==> src/rtl/intersection_pkg.sv <==
// Shared definitions for the intersection sequencer: controller state encoding,
// default dwell counts and the approach reset-state values used by light_state_machine.
package intersection_pkg;

    typedef enum logic [2:0] {
        ST_STARTUP_FLASH = 3'd0,
        ST_RELEASE       = 3'd1,
        ST_RUN           = 3'd2,
        ST_FAULT         = 3'd3
    } ctrl_state_e;

    localparam logic [31:0] DEF_STARTUP_FLASH_TICKS   = 32'd250000000;
    localparam logic [31:0] DEF_RESET_PULSE_TICKS     = 32'd2;
    localparam logic [31:0] DEF_CONFLICT_FILTER_TICKS = 32'd4;
    localparam logic [31:0] DEF_WATCHDOG_TICKS        = 32'd3000000000;

    localparam logic RESET_TO_RED             = 1'b0;
    localparam logic RESET_TO_GREEN_LEFT_TURN = 1'b1;

    // A tick count of zero behaves as one.
    function automatic logic [31:0] ticks_min1(input logic [31:0] t);
        return (t == 32'd0) ? 32'd1 : t;
    endfunction

endpackage

==> src/rtl/conflict_monitor.sv <==
// Turns sustained crossing right-of-way into a one-cycle conflict_fault pulse.
// INTERSECTION_WATCHDOG_EN adds a no-activity watchdog sharing the same pulse.
module conflict_monitor
    import intersection_pkg::*;
#(
    parameter logic [31:0] FILTER_TICKS   = DEF_CONFLICT_FILTER_TICKS,
    parameter logic [31:0] WATCHDOG_TICKS = DEF_WATCHDOG_TICKS
) (
    input  logic in_clock,
    input  logic in_reset,
    input  logic in_enable,
    input  logic in_ns_green,
    input  logic in_ns_yellow,
    input  logic in_ns_left,
    input  logic in_ew_green,
    input  logic in_ew_yellow,
    input  logic in_ew_left,
    output logic conflict_fault
);

    localparam logic [31:0] FILTER_LIM = ticks_min1(FILTER_TICKS);

    logic        conflict;
    logic        filter_hit;
    logic        wd_hit;
    logic [31:0] filter_q, filter_d;
    logic        fault_q, fault_d;

    assign conflict = (in_ns_green | in_ns_yellow | in_ns_left) &
                      (in_ew_green | in_ew_yellow | in_ew_left);

`ifdef INTERSECTION_WATCHDOG_EN
    localparam logic [31:0] WD_LIM = ticks_min1(WATCHDOG_TICKS);

    logic [5:0]  mon_now, mon_prev_q;
    logic [31:0] wd_q, wd_d;

    assign mon_now = {in_ns_green, in_ns_yellow, in_ns_left,
                      in_ew_green, in_ew_yellow, in_ew_left};

    always_comb begin
        wd_d   = '0;
        wd_hit = 1'b0;
        if (in_enable && (mon_now == mon_prev_q)) begin
            wd_d = wd_q + 32'd1;
            if (wd_d >= WD_LIM) begin
                wd_hit = 1'b1;
                wd_d   = '0;
            end
        end
    end

    always_ff @(posedge in_clock) begin
        mon_prev_q <= mon_now;
        if (in_reset) wd_q <= '0;
        else          wd_q <= wd_d;
    end
`else
    logic [31:0] unused_wd_ticks;
    assign unused_wd_ticks = WATCHDOG_TICKS;
    assign wd_hit          = 1'b0;
`endif

    // Counter restarts after a hit so the pulse stays one cycle wide.
    always_comb begin
        filter_d   = '0;
        filter_hit = 1'b0;
        if (in_enable && conflict) begin
            filter_d = filter_q + 32'd1;
            if (filter_d >= FILTER_LIM) begin
                filter_hit = 1'b1;
                filter_d   = '0;
            end
        end
        fault_d = filter_hit | wd_hit;
    end

    always_ff @(posedge in_clock) begin
        if (in_reset) begin
            filter_q <= '0;
            fault_q  <= 1'b0;
        end else begin
            filter_q <= filter_d;
            fault_q  <= fault_d;
        end
    end

    assign conflict_fault = fault_q;

endmodule

==> src/rtl/intersection_controller.sv <==
// Start-up, release and fault sequencer for the NS/EW approaches.
// Define INTERSECTION_WATCHDOG_EN to enable the no-activity watchdog in RUN.
module intersection_controller
    import intersection_pkg::*;
#(
    parameter logic [31:0] STARTUP_FLASH_TICKS   = DEF_STARTUP_FLASH_TICKS,
    parameter logic [31:0] RESET_PULSE_TICKS     = DEF_RESET_PULSE_TICKS,
    parameter logic [31:0] CONFLICT_FILTER_TICKS = DEF_CONFLICT_FILTER_TICKS,
    parameter logic [31:0] WATCHDOG_TICKS        = DEF_WATCHDOG_TICKS
) (
    input  logic       in_clock,
    input  logic       in_reset,
    input  logic       in_fault_clear,
    input  logic       in_ns_green,
    input  logic       in_ns_yellow,
    input  logic       in_ns_left,
    input  logic       in_ew_green,
    input  logic       in_ew_yellow,
    input  logic       in_ew_left,
    output logic       out_ns_reset,
    output logic       out_ew_reset,
    output logic       out_ns_reset_state,
    output logic       out_ew_reset_state,
    output logic       out_issue,
    output logic       out_fault,
    output logic [7:0] out_fault_count,
    output logic [2:0] out_state
);

    localparam logic [31:0] STARTUP_LAST = ticks_min1(STARTUP_FLASH_TICKS) - 32'd1;
    localparam logic [31:0] PULSE_LAST   = ticks_min1(RESET_PULSE_TICKS) - 32'd1;

    ctrl_state_e state_q, state_d;
    logic [31:0] dwell_q, dwell_d;
    logic        issue_q, issue_d;
    logic        release_q, release_d;
    logic        fault_q, fault_d;
    logic [7:0]  fault_count_q, fault_count_d;
    logic        conflict_fault;

    conflict_monitor #(
        .FILTER_TICKS   (CONFLICT_FILTER_TICKS),
        .WATCHDOG_TICKS (WATCHDOG_TICKS)
    ) u_monitor (
        .in_clock       (in_clock),
        .in_reset       (in_reset),
        .in_enable      (state_q == ST_RUN),
        .in_ns_green    (in_ns_green),
        .in_ns_yellow   (in_ns_yellow),
        .in_ns_left     (in_ns_left),
        .in_ew_green    (in_ew_green),
        .in_ew_yellow   (in_ew_yellow),
        .in_ew_left     (in_ew_left),
        .conflict_fault (conflict_fault)
    );

    // Dwell counts elapsed cycles in the current state; it is zero on every state entry.
    always_comb begin
        state_d = state_q;
        dwell_d = '0;
        case (state_q)
            ST_STARTUP_FLASH: begin
                dwell_d = dwell_q + 32'd1;
                if (dwell_q >= STARTUP_LAST) begin
                    state_d = ST_RELEASE;
                    dwell_d = '0;
                end
            end
            ST_RELEASE: begin
                dwell_d = dwell_q + 32'd1;
                if (dwell_q >= PULSE_LAST) begin
                    state_d = ST_RUN;
                    dwell_d = '0;
                end
            end
            ST_RUN:   if (conflict_fault) state_d = ST_FAULT;
            ST_FAULT: if (in_fault_clear) state_d = ST_STARTUP_FLASH;
            default:  state_d = ST_STARTUP_FLASH;
        endcase

        fault_count_d = fault_count_q;
        if ((state_d == ST_FAULT) && (state_q != ST_FAULT) && (fault_count_q != 8'hFF))
            fault_count_d = fault_count_q + 8'd1;

        issue_d   = (state_d == ST_STARTUP_FLASH) || (state_d == ST_FAULT);
        release_d = (state_d == ST_RELEASE);
        fault_d   = (state_d == ST_FAULT);
    end

    always_ff @(posedge in_clock) begin
        if (in_reset) begin
            state_q       <= ST_STARTUP_FLASH;
            dwell_q       <= '0;
            issue_q       <= 1'b1;
            release_q     <= 1'b0;
            fault_q       <= 1'b0;
            fault_count_q <= '0;
        end else begin
            state_q       <= state_d;
            dwell_q       <= dwell_d;
            issue_q       <= issue_d;
            release_q     <= release_d;
            fault_q       <= fault_d;
            fault_count_q <= fault_count_d;
        end
    end

    assign out_ns_reset       = release_q;
    assign out_ew_reset       = release_q;
    assign out_ns_reset_state = RESET_TO_GREEN_LEFT_TURN;
    assign out_ew_reset_state = RESET_TO_RED;
    assign out_issue          = issue_q;
    assign out_fault          = fault_q;
    assign out_fault_count    = fault_count_q;
    assign out_state          = state_q;

endmodule

==> config.mk <==
export PLATFORM = sky130hd
export DESIGN_NAME = intersection_controller
export DESIGN_NICKNAME = d
export VERILOG_FILES = /design/src/rtl/intersection_pkg.sv /design/src/rtl/conflict_monitor.sv /design/src/rtl/intersection_controller.sv
export SDC_FILE = /design/constraint.sdc
export NUM_CORES = 1
export LEC_CHECK = 0
export ABC_CLOCK_PERIOD_IN_PS = 5500
export BUFFER_PORTS_ARGS = -buffer_cell sky130_fd_sc_hd__buf_2
export CAP_MARGIN = 20
export CORE_AREA = 2 2 77 79
export DETAILED_ROUTE_END_ITERATION = 16
export DIE_AREA = 0 0 79 81
export PLACE_DENSITY = 0.82
export SETUP_SLACK_MARGIN = 0.15
export SYNTH_ARGS = -nofsm -noshare
export SYNTH_HDL_FRONTEND = slang
export SYNTH_SLANG_ARGS = --single-unit
==> constraint.sdc <==
create_clock -name in_clock -period 5.5 [get_ports in_clock]
set_input_delay 0.275 -clock in_clock [delete_from_list [all_inputs] [get_ports in_clock]]
set_output_delay 0.275 -clock in_clock [all_outputs]
set_load 0.005 [all_outputs]
* Word level (Yosys, flattened, before mapping)
Index checks and enable logic that the tools add are counted.
Word-level totals: register bits 79, input bits 9, output and inout bits 17, word-level logic and storage cells 44
Operators by class: add/sub/neg operators 3, magnitude comparators 3, eq/ne operators 7, mux-type cells 9, bitwise logic cells 6, reductions and logical operators 8
Operators by type and width (number):
- $add 32x1->32 const B | 2
- $mux 32 | 2
- $pmux 32 s2 | 1
- $ge 32x1->1 const B | 1
- $ge 32x28->1 const B | 1
- $ge 32x3->1 const B | 1
- $mux 3 | 4
- $pmux 3 s4 | 1
- $eq 3x2->1 const B | 3
- $add 8x1->8 const B | 1
- $ne 8x8->1 const B | 1
- $eq 3x1->1 const B | 2
- $logic_not 3->1 | 2
- $or 1x1->1 | 4
- $logic_and 1x1->1 | 3
- $ne 3x2->1 const B | 1
- $reduce_or 3->1 | 1
- $reduce_or 2->1 | 1
- $and 1x1->1 | 1
- $logic_or 1x1->1 | 1
- $mux 1 | 1
- $not 1->1 | 1

* Longest topological paths before layout
Gate-level depths: netlist of run 1.
depth in word-level cells 6, depth in mapped cells 10

* Hierarchy
A second synthesis of run 1 with hierarchy kept.
Second synthesis, totals: cell total of the unflattened synthesis 382, area total of the unflattened synthesis 3537.1 sq um
By module, submodules not included:
- intersection_controller | times used 1, cells each 238, area an instance 2132.0 sq um, sequential area each 920.9 sq um
- conflict_monitor | times used 1, cells each 144, area an instance 1405.1 sq um, sequential area each 660.6 sq um

* Worst setup path after synthesis of run 1
OpenSTA, ideal clock, no wires.
path type register to register, start register u_monitor.filter_q[0], end register u_monitor.filter_q[0], setup time 73 ps, data arrival time 2105 ps, slack 3322 ps, stages on the path, launching flop included 9, path buffers 0, path through dfxtp_1 > ha_1 > nand3_1 > nor4_1 > xnor2_1 > o21ai_0 > nor4_4 > and4_1 > nor3b_2
Between the ends: word-level cells in the longest chain between the ends 3
Ends and longest elaborated chain:
- start: declaration | RTL line conflict_monitor.sv:26 | logic [31:0] filter_q, filter_d;
- start signal: assignment | RTL line conflict_monitor.sv:83 | filter_q <= filter_d;
- $add 32x1->32 * | RTL line conflict_monitor.sv:69 | filter_d = filter_q + 32'd1;
- $ge 32x3->1 | RTL line conflict_monitor.sv:70 | if (filter_d >= FILTER_LIM) begin
- $reduce_or 3->1 (no source line)
Mark *: on every way between the ends. The rest lies on a longest branch, timed or not. A chain may end at the register's enable or synchronous reset.

* Worst setup path in the final report of run 1
Ends and elaborated chain as after synthesis.

==> qor.csv, run 1 <==
stage;metric;value;unit
clock_network;post-CTS sizing;0;
global_route;vias in the first global route;2505;
floorplan;FP Rows;28;
cells_and_area;ant diodes;0;
placement;placed instance area;3740;um^2
yosys;total number of yosys warnings;0;
setup_path;Critical Path RT;5.78;ns
cells_and_area;post-route cell area;3940;um^2
timing;max-slew violation count;0;
run;MaxCap Viol Count;0;
yosys;Yosys cell types;67;
clock_network;Root Buffer;clkbuf_8;
setup_path;Worst setup startpoint;u_monitor.filter_q[0]$_SDFF_PP0_;
yosys;sequential area share after synthesis;45.6;%
floorplan;Core Box Area;5680;um^2
clock_network;TritonCTS Sinks;79;
power;Tot Pwr;1.06;mW
floorplan;starting density of the core;61.1;%
setup_path;Worst Path Arrival;2.84;ns
min_path;Hold Crit Class;primary input to flop;
drt;routed wire length;6590;um
placement;setup slack at placement;2.92;ns
placement;placed cell count;497;
cells_and_area;fin cells;513;
yosys;post-synth top area cell;dfxtp_1;
setup_path;worst r2r path cells;8;
yosys;synthesized flop and latch total;79;
global_route;Tot GR Track Use;21.6;%
placement;Buffers on Ports;23;
yosys;Synth Instances;375;
timing;worst relative slew slack;39.4;%
setup_path;CP peak stage delay;0.59;ns
timing;Final period util;46.5;%
timing;unrepaired setup endpoints after global routing;false;
setup_path;crit-path leading delay family;simple AND/OR/NAND/NOR gates;
global_route;largest net degree at the start of global routing;29;
drt;ANT nets after route;0;
timing;Fmax;0.391;GHz
outcome;run status;finished, final reports clean;
cells_and_area;most frequent cells in the layout;dfxtp_1, nor2_1, conb_1;
floorplan;die area;6400;um^2
yosys;Synth top area share;45.6;%
timing;setup TNS;0;ns
yosys;Post-synth EDFFs;0;
yosys;Most used DFF post-synth;dfxtp_1;
clock_network;total CTS buffers;9;
setup_path;Buf/Inv on CP;0;
floorplan;# IOs;26;
yosys;post-synthesis async set-or-reset flop share;0;%
drt;wire per inst;12.8;um
power;Static Leak;1.46;nW
placement;HPWL Detailed;4800;um
global_route;first-pass GRT wire length;10800;um
floorplan;die width;79;um
drt;DRC;0;
timing;post-route minimum period;2.56;ns
drt;DR vias;2804;
cells_and_area;Layout Nets;447;
min_path;hold depth;2;
timing;Tightest Pin Transition;0.908;ns
clock_network;CTS max path bufs;2;
setup_path;slowest stage cell, crit path;nor4_1;
setup_path;Reg2Reg Launch Point;u_monitor.filter_q[0]$_SDFF_PP0_;
setup_path;startpoint types;flop;
cells_and_area;commonest non-fill, non-tap cell in the layout;dfxtp_1;
setup_path;stages on the worst setup path;8;
global_route;total gr overflow;0;
cells_and_area;ratio of cells with drive above 1 in the final layout;13.7;%
timing;setup ws final;2.94;ns
cells_and_area;Area Overhead vs Synth;13.7;%
timing;Setup Skew;0.00475;ns
clock_network;CTS tree;done;
yosys;Syn Std Cell Area;3470;um^2
clock_network;setup repair bufs after CTS;0;
floorplan;Die Y;81;um
timing;# setup viols final;0;
yosys;Synth Area per Inst;9.24;um^2
setup_path;register-to-register setup slack;2.94;ns
setup_path;critical path capture point type;flop;
global_route;initial antenna violation count;0;
cells_and_area;FILL cells;467;
clock_network;hold_buf cts;0;
timing;Final Hold Fails;0;
clock_network;clk_lat worst skew;0.34;ns
power;pwr dens;269;nW/um^2
clock_network;H-Tree Depth;3;
drt;DRT Pass-1 Iters;4;
setup_path;CP max FO;5;
clock_network;Clock transition at path regs;0.08;ns
setup_path;worst path cell trace;ha_1 > nand3_1 > nor4_1 > xnor2_1 > o21ai_0 > nor4_4 > and4_1 > nor3b_2;
min_path;Hold Crit Start;in_fault_clear;
yosys;leading cell types by total area after synthesis;dfxtp_1, xor2_1, nor2_1, nand3_1, nand4_1;
drt;routed vias/inst;5.47;
setup_path;CP Class;flop to flop;
drt;DRT iter0 DRCs;103;
placement;routability-driven placement congestion ratio;0.899;
power;maximum VDD drop;256;uV
-- synth_stat cells, drive strengths merged, types with 2 or more instances --
master,number
a211oi,2
a21oi,11
a22oi,2
a311oi,3
a31oi,3
and3,9
and4,5
buf,10
conb,2
dfxtp,79
ha,5
inv,7
mux2,2
nand2,20
nand2b,5
nand3,25
nand4,18
nor2,47
nor3,9
nor3b,3
nor4,18
nor4b,4
o21ai,9
o22ai,3
o31ai,2
or2,6
or3,10
or4,3
xnor2,9
xor2,23
-- cell type report --
class                      instances  area (um^2)  share of cell area, %
clock buffer                      11          141                   3.59
multi-input combinational        313         1930                   48.9
sequential                        79         1580                   40.1
tap                               75         93.8                   2.38
timing repair buffer              23          115                   2.92
inverter                           7         26.3                  0.667
clock inverter                     5         57.6                   1.46
-- routing by layer --
layer | up-vias | wire length [um] | track usage, %
li1 | 1446 | - | -
met1 | 1298 | 2990 | 26.1
met2 | 52 | 3250 | 36.3
met3 | 8 | 273 | 5.44
met4 | 0 | 78 | 10.0
met5 | - | 0 | 0
-- per-stage QoR --
stage                     hold slack, ns  util (%)
final                              0.151      69.4
after global routing               0.139      69.4
after CTS                          0.138      69.4
after detailed placement           0.491      65.9
after global placement             0.480      65.9
after floorplan                    0.392         -
-- logic make-up after synthesis --
| kind of cell | Yosys count | share of synthesized area [%] |
|---|---|---|
| xor+xnor | 32 | 8.09 |
| mux | 3 | 0.939 |
| flops | 79 | 45.6 |
| fa+ha+maj | 5 | 1.81 |
| simple gates | 188 | 31.1 |
| compound gates | 48 | 9.60 |
| buf+inv | 18 | 2.60 |
| other cells | 2 | 0.217 |
-- final timing paths --
| kind | to |
|---|---|
| worst min-delay path | out_state[1]$_SDFF_PP0_ |
| worst max-delay path | u_monitor.filter_q[0]$_SDFF_PP0_ |
| worst max register to register | u_monitor.filter_q[0]$_SDFF_PP0_ |
| worst min register to register | out_fault_count[5]$_SDFFE_PP0P_ |
-- report_power, final --
part / leakage [nW] / total, mW / switching (mW) / internal (mW)
sequential: 0.650 / 0.605 / 0.0175 / 0.587
combinational: 0.721 / 0.0336 / 0.0180 / 0.0157
clock: 0.0916 / 0.423 / 0.202 / 0.221
total: 1.46 / 1.06 / 0.238 / 0.824
-- state kept, by name (all words and copies together) (netlist names) --
| name | flops |
|---|---|
| dwell_q | 32 |
| out_ew_reset | 1 |
| out_fault | 1 |
| out_fault_count | 8 |
| out_issue | 1 |
| out_state | 3 |
| u_monitor.conflict_fault | 1 |
| u_monitor.filter_q | 32 |
Power figures use the tool's default switching activity.
==> inputs of run 2 (changes only) <==
- ABC_CLOCK_PERIOD_IN_PS: 5500 -> 2100
- CORE_AREA: 2 2 77 79 -> 2 2 84 86
- DIE_AREA: 0 0 79 81 -> 0 0 86 88
- PLACE_DENSITY: 0.82 -> 0.73
- clock period: 5.5 -> 2.1 ns (I/O delays scaled with it)
==> qor.csv, run 2 (synthesis results as in run 1) <==
stage;metric;value;unit
outcome;run status;complete, but fails checks;
outcome;failing checks;negative setup slack;
global_route;first-pass GRT wire length;13500;um
drt;DR vias;3139;
setup_path;startpoint types;flop;
cells_and_area;most frequent cells in the layout;dfxtp_1, buf_4, conb_1;
timing;unrepaired setup endpoints after global routing;true;
floorplan;# IOs;26;
timing;setup ws final;-0.153;ns
power;Tot Pwr;3.01;mW
clock_network;CTS tree;done;
power;Internal;2.32;mW
placement;setup slack at placement;-0.144;ns
cells_and_area;ant diodes;0;
drt;wire per inst;15.3;um
power;Comb pwr share;5.1;%
setup_path;Critical Path RT;2.39;ns
global_route;Tot GR Track Use;22.7;%
power;Static Leak;1.84;nW
cells_and_area;Layout Nets;494;
setup_path;worst path cell trace;nor4_1 > nand4_1 > nor2_2 > a21oi_2 > or3_4 > buf_12 > buf_16 > nor2_2;
setup_path;CP max FO;7;
min_path;Hold Crit Class;primary input to flop;
power;maximum VDD drop;511;uV
floorplan;die area;7570;um^2
timing;max-slew violation count;0;
clock_network;H-Tree Depth;3;
timing;Fmax;0.444;GHz
power;Net Sw Power;686;uW
timing;post-route minimum period;2.25;ns
drt;routed vias/inst;5.56;
floorplan;FP Rows;30;
drt;ANT nets after route;0;
floorplan;die width;86;um
setup_path;most frequent CP cell;nor2_2;
setup_path;slowest stage cell, crit path;nor4_1;
timing;Final Hold Fails;0;
drt;DRC;0;
clock_network;Clock transition at path regs;0.08;ns
timing;Final period util;107;%
cells_and_area;FILL cells;465;
setup_path;critical path capture point type;flop;
power;clock network power share;42.5;%
floorplan;starting density of the core;52.2;%
drt;DRT Pass-1 Iters;5;
global_route;total gr overflow;0;
timing;Tightest Pin Transition;0.516;ns
clock_network;TritonCTS Sinks;79;
timing;worst relative slew slack;65.3;%
placement;HPWL Detailed;5430;um
placement;Buffers on Ports;23;
setup_path;CP Class;flop to flop;
floorplan;Core Box Area;6640;um^2
power;switching part of the total;22.8;%
clock_network;clk_lat worst skew;0.35;ns
drt;routed wire length;8640;um
setup_path;CP peak stage delay;0.51;ns
timing;Setup Skew;0.00577;ns
global_route;largest net degree at the start of global routing;15;
clock_network;Root Buffer;clkbuf_8;
run;MaxCap Viol Count;0;
setup_path;Worst Path Arrival;2.54;ns
clock_network;total CTS buffers;9;
timing;worst hold margin;0.0432;ns
power;pwr dens;626;nW/um^2
placement;routability-driven placement congestion ratio;0.882;
drt;DRT iter0 DRCs;130;
clock_network;CTS max path bufs;2;
cells_and_area;Area Overhead vs Synth;38.5;%
cells_and_area;ratio of cells with drive above 1 in the final layout;35.3;%
cells_and_area;commonest non-fill, non-tap cell in the layout;dfxtp_1;
power;Seq pwr share;52.4;%
global_route;initial antenna violation count;0;
floorplan;Die Y;88;um
timing;# setup viols final;31;
global_route;vias in the first global route;2966;
-- run 2: cell types whose count changed in the layout (fill, tap and decap cells not counted), moves of 5 or more --
cell	change
buf_4	+39
dfxtp_1	-13
nor4_1	-5
dfxtp_2	+13
nor2_4	+20
nor2_1	-30
nor2_2	+10
-- run 2: what timing repair did --
item                                    4_1_cts  5_1_grt
hold endpoints to repair                      1        0
hold buffers                                  1        0
pin swaps                                    36       11
cloned                                        2        0
resized for setup                            48       46
setup buffers                                 3        4
endpoints found under the setup margin       31       33
-- run 2: worst max-delay path: cells and delay by family (launching register included) --
family | cells | cell delay [ns]
AND/OR/NAND/NOR | 5 | 1.45
buffers and inverters | 2 | 0.30
AO/OA/AOI/OAI | 1 | 0.07
flip-flops | 1 | 0.37
-- run 2: final timing paths --
path	from	endpoint	slack (ns)	cells past startpoint
worst max register to register	dwell_q[25]$_SDFF_PP0_	dwell_q[9]$_SDFF_PP0_	-0.15	8
worst min register to register	dwell_q[0]$_SDFF_PP0_	dwell_q[0]$_SDFF_PP0_	0.50	1
worst max-delay path	dwell_q[25]$_SDFF_PP0_	dwell_q[9]$_SDFF_PP0_	-0.15	8
worst min-delay path	in_reset	out_fault_count[5]$_SDFFE_PP0P_	0.04	2
-- run 2: power by group through the flow --
stage | Clock [mW] | Sequential [mW] | Combinational (mW)
after floorplan | 0 | 1.61 | 0.0703
after global placement | 0 | 1.61 | 0.127
after detailed placement | 0 | 1.61 | 0.129
after CTS | 1.30 | 1.57 | 0.142
after global routing | 1.36 | 1.58 | 0.168
final | 1.28 | 1.58 | 0.153
-- run 2: final cells by class --
cell class	count	area, um^2	area share, %
timing repair buffer	70	551	11.5
clock buffer	10	138	2.87
sequential	79	1600	33.3
multi-input combinational	313	2300	47.8
inverter	7	26.3	0.547
tap	80	100	2.08
clock inverter	6	91.3	1.90
-- run 2: routing by layer --
metal  global-route usage, %  vias up  routed length [um]
met1                    27.3     1494                3590
li1                        -     1543                   -
met3                    4.90       21                 336
met2                    39.0       81                4540
met4                    10.1        0                 174
met5                       0        -                   0
-- run 2: through the flow --
step | instances | cell area [um^2] | util (%) | TNS [ns]
2_1_floorplan | 410 | 3640 | - | 0
3_3_place_gp | 539 | 4070 | 61.2 | -0.0463
3_5_place_dp | 539 | 4070 | 61.2 | -0.345
4_1_cts | 561 | 4580 | 69.0 | -0.462
5_1_grt | 565 | 4800 | 72.3 | -2.43
6_report | 565 | 4800 | 72.3 | -1.58
==> inputs of run 3 (changes only) <==
- MAX_ROUTING_LAYER: unset -> met4
==> qor.csv, run 3 (synthesis results as in run 1) <==
stage;metric;value;unit
outcome;failing checks;negative setup slack;
setup_path;Worst Path Arrival;2.42;ns
global_route;Tot GR Track Use;22.4;%
drt;DRC;0;
global_route;total gr overflow;0;
cells_and_area;most frequent cells in the layout;dfxtp_1, buf_4, conb_1;
timing;Setup Skew;0.00601;ns
min_path;Hold Crit Class;primary input to flop;
global_route;first-pass GRT wire length;13000;um
placement;placed instance area;4080;um^2
power;Comb pwr share;5.4;%
power;Static Leak;1.80;nW
power;maximum VDD drop;464;uV
clock_network;TritonCTS Sinks;79;
drt;DRT Pass-1 Iters;5;
global_route;largest net degree at the start of global routing;14;
cells_and_area;post-route cell area;4770;um^2
min_path;Hold Crit Start;in_reset;
run;MaxCap Viol Count;0;
clock_network;clk_lat worst skew;0.35;ns
clock_network;total CTS buffers;9;
setup_path;Critical Path RT;2.37;ns
drt;DRT iter0 DRCs;149;
power;Internal;2.19;mW
global_route;initial antenna violation count;0;
setup_path;startpoint types;flop;
global_route;vias in the first global route;2831;
power;switching part of the total;22.9;%
setup_path;CP max FO;5;
floorplan;starting density of the core;52.2;%
floorplan;die area;7570;um^2
placement;HPWL Detailed;5300;um
floorplan;Die Y;88;um
setup_path;critical path capture point type;flop;
floorplan;# IOs;26;
setup_path;worst r2r path cells;8;
min_path;hold endpoint;out_fault_count[4]$_SDFFE_PP0P_;
timing;max-slew violation count;0;
power;clock network power share;39.2;%
drt;wire per inst;14.1;um
timing;worst relative slew slack;65.0;%
cells_and_area;ratio of cells with drive above 1 in the final layout;35.7;%
timing;Tightest Pin Transition;0.521;ns
setup_path;CP Class;flop to flop;
floorplan;die width;86;um
drt;DR vias;3020;
placement;routability-driven placement congestion ratio;0.890;
timing;setup ws final;-0.0478;ns
timing;Fmax;0.466;GHz
timing;unrepaired setup endpoints after global routing;true;
placement;Buffers on Ports;23;
cells_and_area;commonest non-fill, non-tap cell in the layout;dfxtp_1;
clock_network;Clock transition at path regs;0.08;ns
floorplan;Core Box Area;6640;um^2
timing;# setup viols final;30;
timing;worst hold margin;0.0429;ns
clock_network;CTS max path bufs;2;
min_path;hold depth;2;
setup_path;r2r endpoint;u_monitor.filter_q[0]$_SDFF_PP0_;
timing;post-route minimum period;2.15;ns
setup_path;register-to-register setup slack;-0.05;ns
timing;Final Hold Fails;0;
cells_and_area;ant diodes;0;
timing;Final period util;102;%
clock_network;Root Buffer;clkbuf_8;
drt;routed wire length;7990;um
power;Net Sw Power;650;uW
floorplan;FP Rows;30;
drt;ANT nets after route;0;
power;pwr dens;596;nW/um^2
drt;routed vias/inst;5.35;
outcome;run status;complete, but fails checks;
cells_and_area;Area Overhead vs Synth;37.6;%
clock_network;CTS tree;done;
cells_and_area;FILL cells;483;
clock_network;H-Tree Depth;3;
power;Seq pwr share;55.4;%
setup_path;Reg2Reg Launch Point;u_monitor.filter_q[9]$_SDFF_PP0_;
cells_and_area;Layout Nets;494;
-- run 3: cell types whose count changed in the layout (fill, tap and decap cells not counted), sizes merged --
cell	previous run	this run
inv	8	7
clkinv	0	1
buf	69	68
or4	3	4
clkbuf	10	11
bufinv	2	1
-- run 3: final cells by class --
| cell class | instances | area, um^2 | area share [%] |
|---|---|---|---|
| multi-input cells | 314 | 2310 | 48.4 |
| inverters | 7 | 26.3 | 0.551 |
| clock inverters | 5 | 57.6 | 1.21 |
| clock buffers | 11 | 141 | 2.96 |
| flip-flops and latches | 79 | 1610 | 33.7 |
| well taps | 80 | 100 | 2.10 |
| repair buffers | 69 | 528 | 11.1 |
-- run 3: worst max path at each step --
stage                                            startpoint                                to  slack, ns
final                      u_monitor.filter_q[9]$_SDFF_PP0_  u_monitor.filter_q[0]$_SDFF_PP0_      -0.05
after global routing      u_monitor.filter_q[13]$_SDFF_PP0_  u_monitor.filter_q[0]$_SDFF_PP0_      -0.14
after CTS                  u_monitor.filter_q[9]$_SDFF_PP0_  u_monitor.filter_q[0]$_SDFF_PP0_      -0.03
after detailed placement   u_monitor.filter_q[0]$_SDFF_PP0_  u_monitor.filter_q[0]$_SDFF_PP0_      -0.13
after global placement     u_monitor.filter_q[0]$_SDFF_PP0_  u_monitor.filter_q[0]$_SDFF_PP0_      -0.05
after floorplan           u_monitor.filter_q[10]$_SDFF_PP0_  u_monitor.filter_q[0]$_SDFF_PP0_       0.05
-- run 3: critical path, stage by stage, from the launching register on --
cell and delay (ns):
dfxtp_2 0.34, nand3_2 0.09, or4_4 0.63, buf_6 0.16, nor4_4 0.21, a22oi_1 0.13
o31ai_2 0.08, and4_1 0.26, nor3b_2 0.16
-- run 3: what timing repair did --
| item | 4_1_cts | 5_1_grt |
|---|---|---|
| hold endpoints to repair | 1 | 0 |
| hold buffers | 1 | 0 |
| gates cloned | 3 | 0 |
| gates resized for setup | 55 | 50 |
| endpoints found under the setup margin | 31 | 33 |
| setup buffers | 4 | 0 |
| pin swaps | 33 | 16 |
-- run 3: stage by stage --
stage                     cells  util, %  TNS, ns  setup WS, ns  total power [mW]
after floorplan             410        -        0        0.0483              1.68
after global placement      541     61.5  -0.0728       -0.0465              1.74
after detailed placement    541     61.5   -0.310        -0.135              1.74
after CTS                   565     69.2  -0.0381       -0.0252              2.86
after global routing        565     71.8    -2.80        -0.138              2.96
final                       565     71.8   -0.865       -0.0478              2.84
-- run 3: power by group through the flow --
stage	sequential, mW	combinational (mW)	clock [mW]
after detailed placement	1.61	0.130	0
after global placement	1.61	0.129	0
final	1.58	0.154	1.12
after global routing	1.58	0.170	1.21
after CTS	1.57	0.145	1.14
after floorplan	1.61	0.0703	0
-- run 3: metal layers --
layer	up-vias	part of all wire [%]	global-route usage, %
li1	1550	-	-
met1	1416	44	27.5
met2	45	52	36.8
met3	9	3.4	4.71
met4	0	1.2	7.65
met5	-	0	-
